**src/rtl/cla_pkg.sv**
```systemverilog
// Shared constants and flag layout for the two-stage carry-lookahead adder pipeline.
package cla_pkg;

    localparam int WIDTH_DEF = 16;
    localparam int TAG_W_DEF = 4;
    localparam int GRP_W     = 4;

    localparam int FLAG_W = 3;
    localparam int COUT   = 0;
    localparam int OVF    = 1;
    localparam int ZERO   = 2;

    typedef logic [FLAG_W-1:0] flags_t;

    function automatic flags_t pack_flags(input logic cout, input logic ovf, input logic zero);
        flags_t f;
        f       = '0;
        f[COUT] = cout;
        f[OVF]  = ovf;
        f[ZERO] = zero;
        return f;
    endfunction

endpackage

```
**src/rtl/cla_block.sv**
```systemverilog
// Combinational N-bit carry-lookahead adder: 4-bit group generate/propagate with
// every group and bit carry expanded as a flat sum of products (no ripple between groups).
module cla_block
    import cla_pkg::*;
#(
    parameter int N = 8
) (
    input  logic [N-1:0] a,
    input  logic [N-1:0] b,
    input  logic         cin,
    output logic [N-1:0] sum,
    output logic         cout,
    output logic         c_msb
);

    localparam int NG = N / GRP_W;

    logic [N-1:0]  g;
    logic [N-1:0]  p;
    logic [NG-1:0] gg;
    logic [NG-1:0] gp;
    logic [NG:0]   gc;
    logic [N:0]    c;

    assign g = a & b;
    assign p = a ^ b;

    always_comb begin : group_gp
        logic term;
        term = 1'b0;
        gg   = '0;
        gp   = '0;
        for (int j = 0; j < NG; j++) begin
            gp[j] = &p[j*GRP_W +: GRP_W];
            for (int i = 0; i < GRP_W; i++) begin
                term = g[j*GRP_W + i];
                for (int k = i + 1; k < GRP_W; k++) begin
                    term = term & p[j*GRP_W + k];
                end
                gg[j] = gg[j] | term;
            end
        end
    end

    // Group carry j = OR_k (G[k] & P[k+1..j-1]) | (P[0..j-1] & cin)
    always_comb begin : group_carry
        logic term;
        logic carry;
        term  = 1'b0;
        carry = 1'b0;
        gc    = '0;
        gc[0] = cin;
        for (int j = 1; j <= NG; j++) begin
            carry = cin;
            for (int m = 0; m < j; m++) begin
                carry = carry & gp[m];
            end
            for (int k = 0; k < j; k++) begin
                term = gg[k];
                for (int m = k + 1; m < j; m++) begin
                    term = term & gp[m];
                end
                carry = carry | term;
            end
            gc[j] = carry;
        end
    end

    always_comb begin : bit_carry
        logic term;
        logic carry;
        term  = 1'b0;
        carry = 1'b0;
        c     = '0;
        for (int j = 0; j < NG; j++) begin
            c[j*GRP_W] = gc[j];
            for (int i = 1; i < GRP_W; i++) begin
                carry = gc[j];
                for (int m = 0; m < i; m++) begin
                    carry = carry & p[j*GRP_W + m];
                end
                for (int k = 0; k < i; k++) begin
                    term = g[j*GRP_W + k];
                    for (int m = k + 1; m < i; m++) begin
                        term = term & p[j*GRP_W + m];
                    end
                    carry = carry | term;
                end
                c[j*GRP_W + i] = carry;
            end
        end
        c[N] = gc[NG];
    end

    assign sum   = p ^ c[N-1:0];
    assign cout  = c[N];
    assign c_msb = c[N-1];

endmodule

```
**src/rtl/cla_pipe.sv**
```systemverilog
// Two-stage pipelined add/subtract with valid/ready handshake: S1 adds the low half,
// S2 adds the high half using the registered low carry and registers sum, flags and tag.
module cla_pipe
    import cla_pkg::*;
#(
    parameter int WIDTH = WIDTH_DEF,
    parameter int TAG_W = TAG_W_DEF
) (
    input  logic             clk,
    input  logic             rst_n,
    input  logic             in_valid,
    output logic             in_ready,
    input  logic [WIDTH-1:0] in_a,
    input  logic [WIDTH-1:0] in_b,
    input  logic             in_cin,
    input  logic             in_sub,
    input  logic [TAG_W-1:0] in_tag,
    output logic             out_valid,
    input  logic             out_ready,
    output logic [WIDTH-1:0] out_sum,
    output logic             out_cout,
    output logic             out_ovf,
    output logic             out_zero,
    output logic [TAG_W-1:0] out_tag
);

    localparam int H = WIDTH / 2;

    logic [WIDTH-1:0] b_eff;
    logic             c0;
    logic [H-1:0]     lo_sum;
    logic             lo_cout;
    logic             lo_cmsb_unused;

    logic             v1;
    logic [H-1:0]     s1_lo;
    logic             s1_c;
    logic [H-1:0]     s1_ahi;
    logic [H-1:0]     s1_bhi;
    logic [TAG_W-1:0] s1_tag;

    logic [H-1:0]     hi_sum;
    logic             hi_cout;
    logic             hi_cmsb;
    logic [WIDTH-1:0] full_sum;

    logic             v2;
    logic [WIDTH-1:0] s2_sum;
    flags_t           s2_flags;
    logic [TAG_W-1:0] s2_tag;

    logic             s2_load;
    logic             accept;
    logic             s1_adv;

    // Subtraction is a + ~b + 1, so the caller's carry-in is overridden.
    assign b_eff = in_sub ? ~in_b : in_b;
    assign c0    = in_sub ? 1'b1 : in_cin;

    assign s2_load  = !v2 || out_ready;
    assign in_ready = !v1 || s2_load;
    assign accept   = in_valid && in_ready;
    assign s1_adv   = v1 && s2_load;

    cla_block #(.N(H)) u_lo (
        .a     (in_a[H-1:0]),
        .b     (b_eff[H-1:0]),
        .cin   (c0),
        .sum   (lo_sum),
        .cout  (lo_cout),
        .c_msb (lo_cmsb_unused)
    );

    always_ff @(posedge clk or negedge rst_n) begin
        if (!rst_n) begin
            v1 <= 1'b0;
        end else begin
            v1 <= accept || (v1 && !s2_load);
        end
    end

    always_ff @(posedge clk or negedge rst_n) begin
        if (!rst_n) begin
            s1_lo  <= '0;
            s1_c   <= 1'b0;
            s1_ahi <= '0;
            s1_bhi <= '0;
            s1_tag <= '0;
        end else if (accept) begin
            s1_lo  <= lo_sum;
            s1_c   <= lo_cout;
            s1_ahi <= in_a[WIDTH-1:H];
            s1_bhi <= b_eff[WIDTH-1:H];
            s1_tag <= in_tag;
        end
    end

    cla_block #(.N(H)) u_hi (
        .a     (s1_ahi),
        .b     (s1_bhi),
        .cin   (s1_c),
        .sum   (hi_sum),
        .cout  (hi_cout),
        .c_msb (hi_cmsb)
    );

    assign full_sum = {hi_sum, s1_lo};

    always_ff @(posedge clk or negedge rst_n) begin
        if (!rst_n) begin
            v2 <= 1'b0;
        end else if (s2_load) begin
            v2 <= v1;
        end
    end

    // Loading only on a real advance keeps a stalled result intact when S1 is empty.
    always_ff @(posedge clk or negedge rst_n) begin
        if (!rst_n) begin
            s2_sum   <= '0;
            s2_flags <= '0;
            s2_tag   <= '0;
        end else if (s1_adv) begin
            s2_sum   <= full_sum;
            s2_flags <= pack_flags(hi_cout, hi_cmsb ^ hi_cout, full_sum == '0);
            s2_tag   <= s1_tag;
        end
    end

    assign out_valid = v2;
    assign out_sum   = s2_sum;
    assign out_cout  = s2_flags[COUT];
    assign out_ovf   = s2_flags[OVF];
    assign out_zero  = s2_flags[ZERO];
    assign out_tag   = s2_tag;

endmodule

```
**config.mk**
```make
export PLATFORM = sky130hd
export DESIGN_NAME = cla_pipe
export DESIGN_NICKNAME = d
export VERILOG_FILES = /design/src/rtl/cla_pkg.sv /design/src/rtl/cla_block.sv /design/src/rtl/cla_pipe.sv
export SDC_FILE = /design/constraint.sdc
export NUM_CORES = 1
export LEC_CHECK = 0
export ABC_CLOCK_PERIOD_IN_PS = 2100
export BUFFER_PORTS_ARGS = -buffer_cell sky130_fd_sc_hd__buf_2
export CORE_UTILIZATION = 40
export DETAILED_ROUTE_END_ITERATION = 10
export GPL_ROUTABILITY_DRIVEN = 0
export HOLD_SLACK_MARGIN = 0.02
export PLACE_DENSITY = 0.62
export SETUP_SLACK_MARGIN = 0.4
export SLEW_MARGIN = 30
export SYNTH_ARGS = -nofsm -noshare
export SYNTH_HDL_FRONTEND = slang
export SYNTH_HIERARCHICAL = 1
export SYNTH_SLANG_ARGS = --single-unit
```
**constraint.sdc**
```tcl
create_clock -name clk -period 2.1 [get_ports clk]
set_input_delay 0.21 -clock clk [delete_from_list [all_inputs] [get_ports clk]]
set_output_delay 0.21 -clock clk [all_outputs]
set_load 0.1 [all_outputs]
```
==> flow_summary.toml <==
[setup_path]
crit_buf_inv = 0
end_kind = "register"
cp-start-kind = "register"
path_delay_family = "compound AO/OA/AOI/OAI gates"
reg2reg_to = "s2_flags[2]"
crit_chain = "ha_4 -> a21o_1 -> a21oi_2 -> o21ai_2 -> ha_2 -> o21a_1 -> o21ai_1 -> nand2b_1 -> xor2_2 -> nor4_2 -> nand4_1 -> mux2i_1"
criticalPathCategory = "reg2reg"
rr_worst_depth = 12
crit_slowest_cell = "dfrtp_1"
required_ps = 2330
r2r_slack_ps = -210
cp_max_fo = 2
rr_startpoint = "s1_bhi[2]"
cpPeakStageDelay_ps = 420
arrival_ps = 2540

[die]
die_area_um2 = 7710
die_x_um = 87.8
coreArea_um2 = 6940
ios = 67
start_util_pct = 42.4
die_y_um = 87.8
rows = 30

[clocking]
root_buffer = "clkbuf_8"
numCtsBuffers = 5
clkTransAtPathRegs_ps = 90
cts_tree = "done"
clockBufferDepth = 2
worstSkewPairLatency_ps = 300
cts_max_level = 2
clock-sinks = 54

[synth]
yosysWarnings = 6
muxShareOfSynthArea_pct = 21.1
synthAdderAreaFrac_pct = 11.2
ys_types = 30
synth_top_area_share_pct = 45.9
synth_xor_area_share_pct = 8.62
syn_area_um2 = 2950
synthFlopType = "dfrtp_1"
yosys_register_bits = 54
synth.top_cells.by_count = "dfrtp_1 (54), mux2_2 (41), xor2_1 (24), ha_1 (20), mux2_4 (10)"
synthTopCellsByArea = "dfrtp_1 (46%), mux2_2 (16%), ha_1 (8.5%), xor2_1 (7.1%), mux2_4 (5.1%)"
synth_seq_area_share_pct = 45.9
avgSynthCellArea_um2 = 13.4
synthArstFlopShare_pct = 100
syn_nets = 285
synth_compound_area_share_pct = 4.76
synth_top_family_by_area = "multiplexers"
synthCells = 219
synth-simple-area-share_pct = 5.52
synth.most_common_cell = "dfrtp_1"
yosysTopAreaCell = "dfrtp_1"
synth_edf_count = 0

[hold_path]
holdPathEnd = "v1"
min_from = "in_valid"
hold_class = "in2reg"
hold_depth = 2

[cells_and_area]
final_util_pct = 55.7
area.growth.synth_to_final_pct = 31.3
n_antenna_cell = 0
nFillCells = 610
final_cells = 411
drive_above_1_share_pct = 57.1
layout.nets = 380

[sta]
slew-limit-headroom_pct = 61.2
clock_skew_ps = 10.2
fmax_mhz = 433
tightest_slew_ps = 582
fin_setup_tns_ps = -443
timing.final.ws_setup_ps = -209
setup_violations = 3
rsz0062_at_grt = "yes"
finalCriticalPeriod_ps = 2310
maxSlewViolCount = 0
hold_violations = 0
min_period_over_period_pct = 110

[detailed_routing]
route.detailed.drc = 0
num_vias = 1953
viasPerCell = 4.75
avgRoutedWirePerCell_um = 13.9
wirelength_um = 5700
dr.pass1.iters = 4
ant_nets = 0
drt-initial-drc-count = 56

[global_routing]
first_global_vias = 1930
grt_usage_pct = 16.2
grt_start_max_net_pins = 32
grt_first_pass_wirelength_um = 9440
grt_overflow = 0
antenna_found_initial = 0

[placed_design]
dp_cells = 398
io_buffers = 66
dp_hpwl_um = 4430

[run]
drv_cap = 0

[pwr]
power.leakage_nw = 1.87
power_density_nw_per_um2 = 1380
vdd_ir_drop_max_uv = 641

[run_status]
violations = "setup timing"
status = "finished with violations"
-- per-stage QoR --
step	setup WS, ps	area, µm²	power (mW)	hold slack (ps)
4_1_cts	-180	3780	5.29	120
5_1_grt	-385	3870	5.61	114
2_1_floorplan	-238	3030	3.88	-85.6
6_report	-209	3870	5.32	129
3_5_place_dp	-218	3580	4.51	235
3_3_place_gp	-160	3580	4.47	235
-- where the power goes --
group          switching (mW)  internal [mW]  total, mW  leakage [nW]
Combinational            2.12          0.926       3.04          1.17
Sequential              0.206           1.37       1.58         0.632
Clock                   0.318          0.389      0.707        0.0585
Total                    2.64           2.69       5.32          1.87
-- final cells by class --
cell class / instances / area [µm²] / area share, %
Multi-Input combinational cell: 153 / 1660 / 43.0
Sequential cell: 54 / 1360 / 35.0
Timing Repair Buffer: 95 / 592 / 15.3
Tap cell: 96 / 120 / 3.11
Clock buffer: 7 / 86.3 / 2.23
Clock inverter: 1 / 30.0 / 0.777
Inverter: 5 / 18.8 / 0.485
-- registers in the layout, indices dropped and copies added (netlist names) --
name,count
s1_lo,8
out_valid,1
s1_ahi,8
s1_bhi,8
s1_tag,4
out_tag,4
out_sum,16
s1_c,1
v1,1
s2_flags,3
-- cell usage in the layout, fill, tap and decap left out, types with 6 or more instances in the layout --
| cell | instances |
|---|---|
| xor2_1 | 19 |
| clkbuf_8 | 6 |
| buf_2 | 64 |
| nand2b_1 | 7 |
| mux2_2 | 31 |
| mux2_4 | 20 |
| buf_4 | 25 |
| dfrtp_1 | 53 |
| ha_1 | 14 |
-- logic make-up (layout without fill, tap and decap cells) --
logic type               count (synthesis)  count (layout)
AO/OA/AOI/OAI                           20              20
XOR/XNOR                                29              29
adder cells (fa/ha/maj)                 24              24
buffers and inverters                   12             108
flip-flops                              54              54
multiplexers                            52              52
AND/OR/NAND/NOR                         28              28
-- routing by layer --
metal  up-vias  GRT usage (%)  wire length [µm]  part of all wire [%]
met5         -              0                 0                     0
li1        957              -                 -                     -
met3         4           3.96               219                   3.8
met2        41           25.5              2800                    49
met4         0           4.92                66                   1.2
met1       951           22.0              2610                    46
-- repair_timing --
item / CTS / global route
endpoints found under the setup margin: 13 / 16
gates resized for setup: 14 / 13
hold buffers: 1 / 0
endpoints found under the hold margin: 23 / 0
buffers inserted: 3 / 1
pin swaps: 9 / 10
-- worst max-delay path by stage --
| stage | end | from | slack, ps | cells past startpoint |
|---|---|---|---|---|
| 3_5_place_dp | s1_lo[7] | in_sub | -220 | 12 |
| 2_1_floorplan | s1_lo[7] | in_sub | -240 | 13 |
| 4_1_cts | s2_flags[2] | s1_bhi[2] | -180 | 10 |
| 3_3_place_gp | s1_lo[7] | in_sub | -160 | 12 |
| 5_1_grt | s2_flags[2] | s1_bhi[2] | -380 | 12 |
| 6_report | s2_flags[2] | s1_bhi[2] | -210 | 12 |
Power figures use the tool's default switching activity.
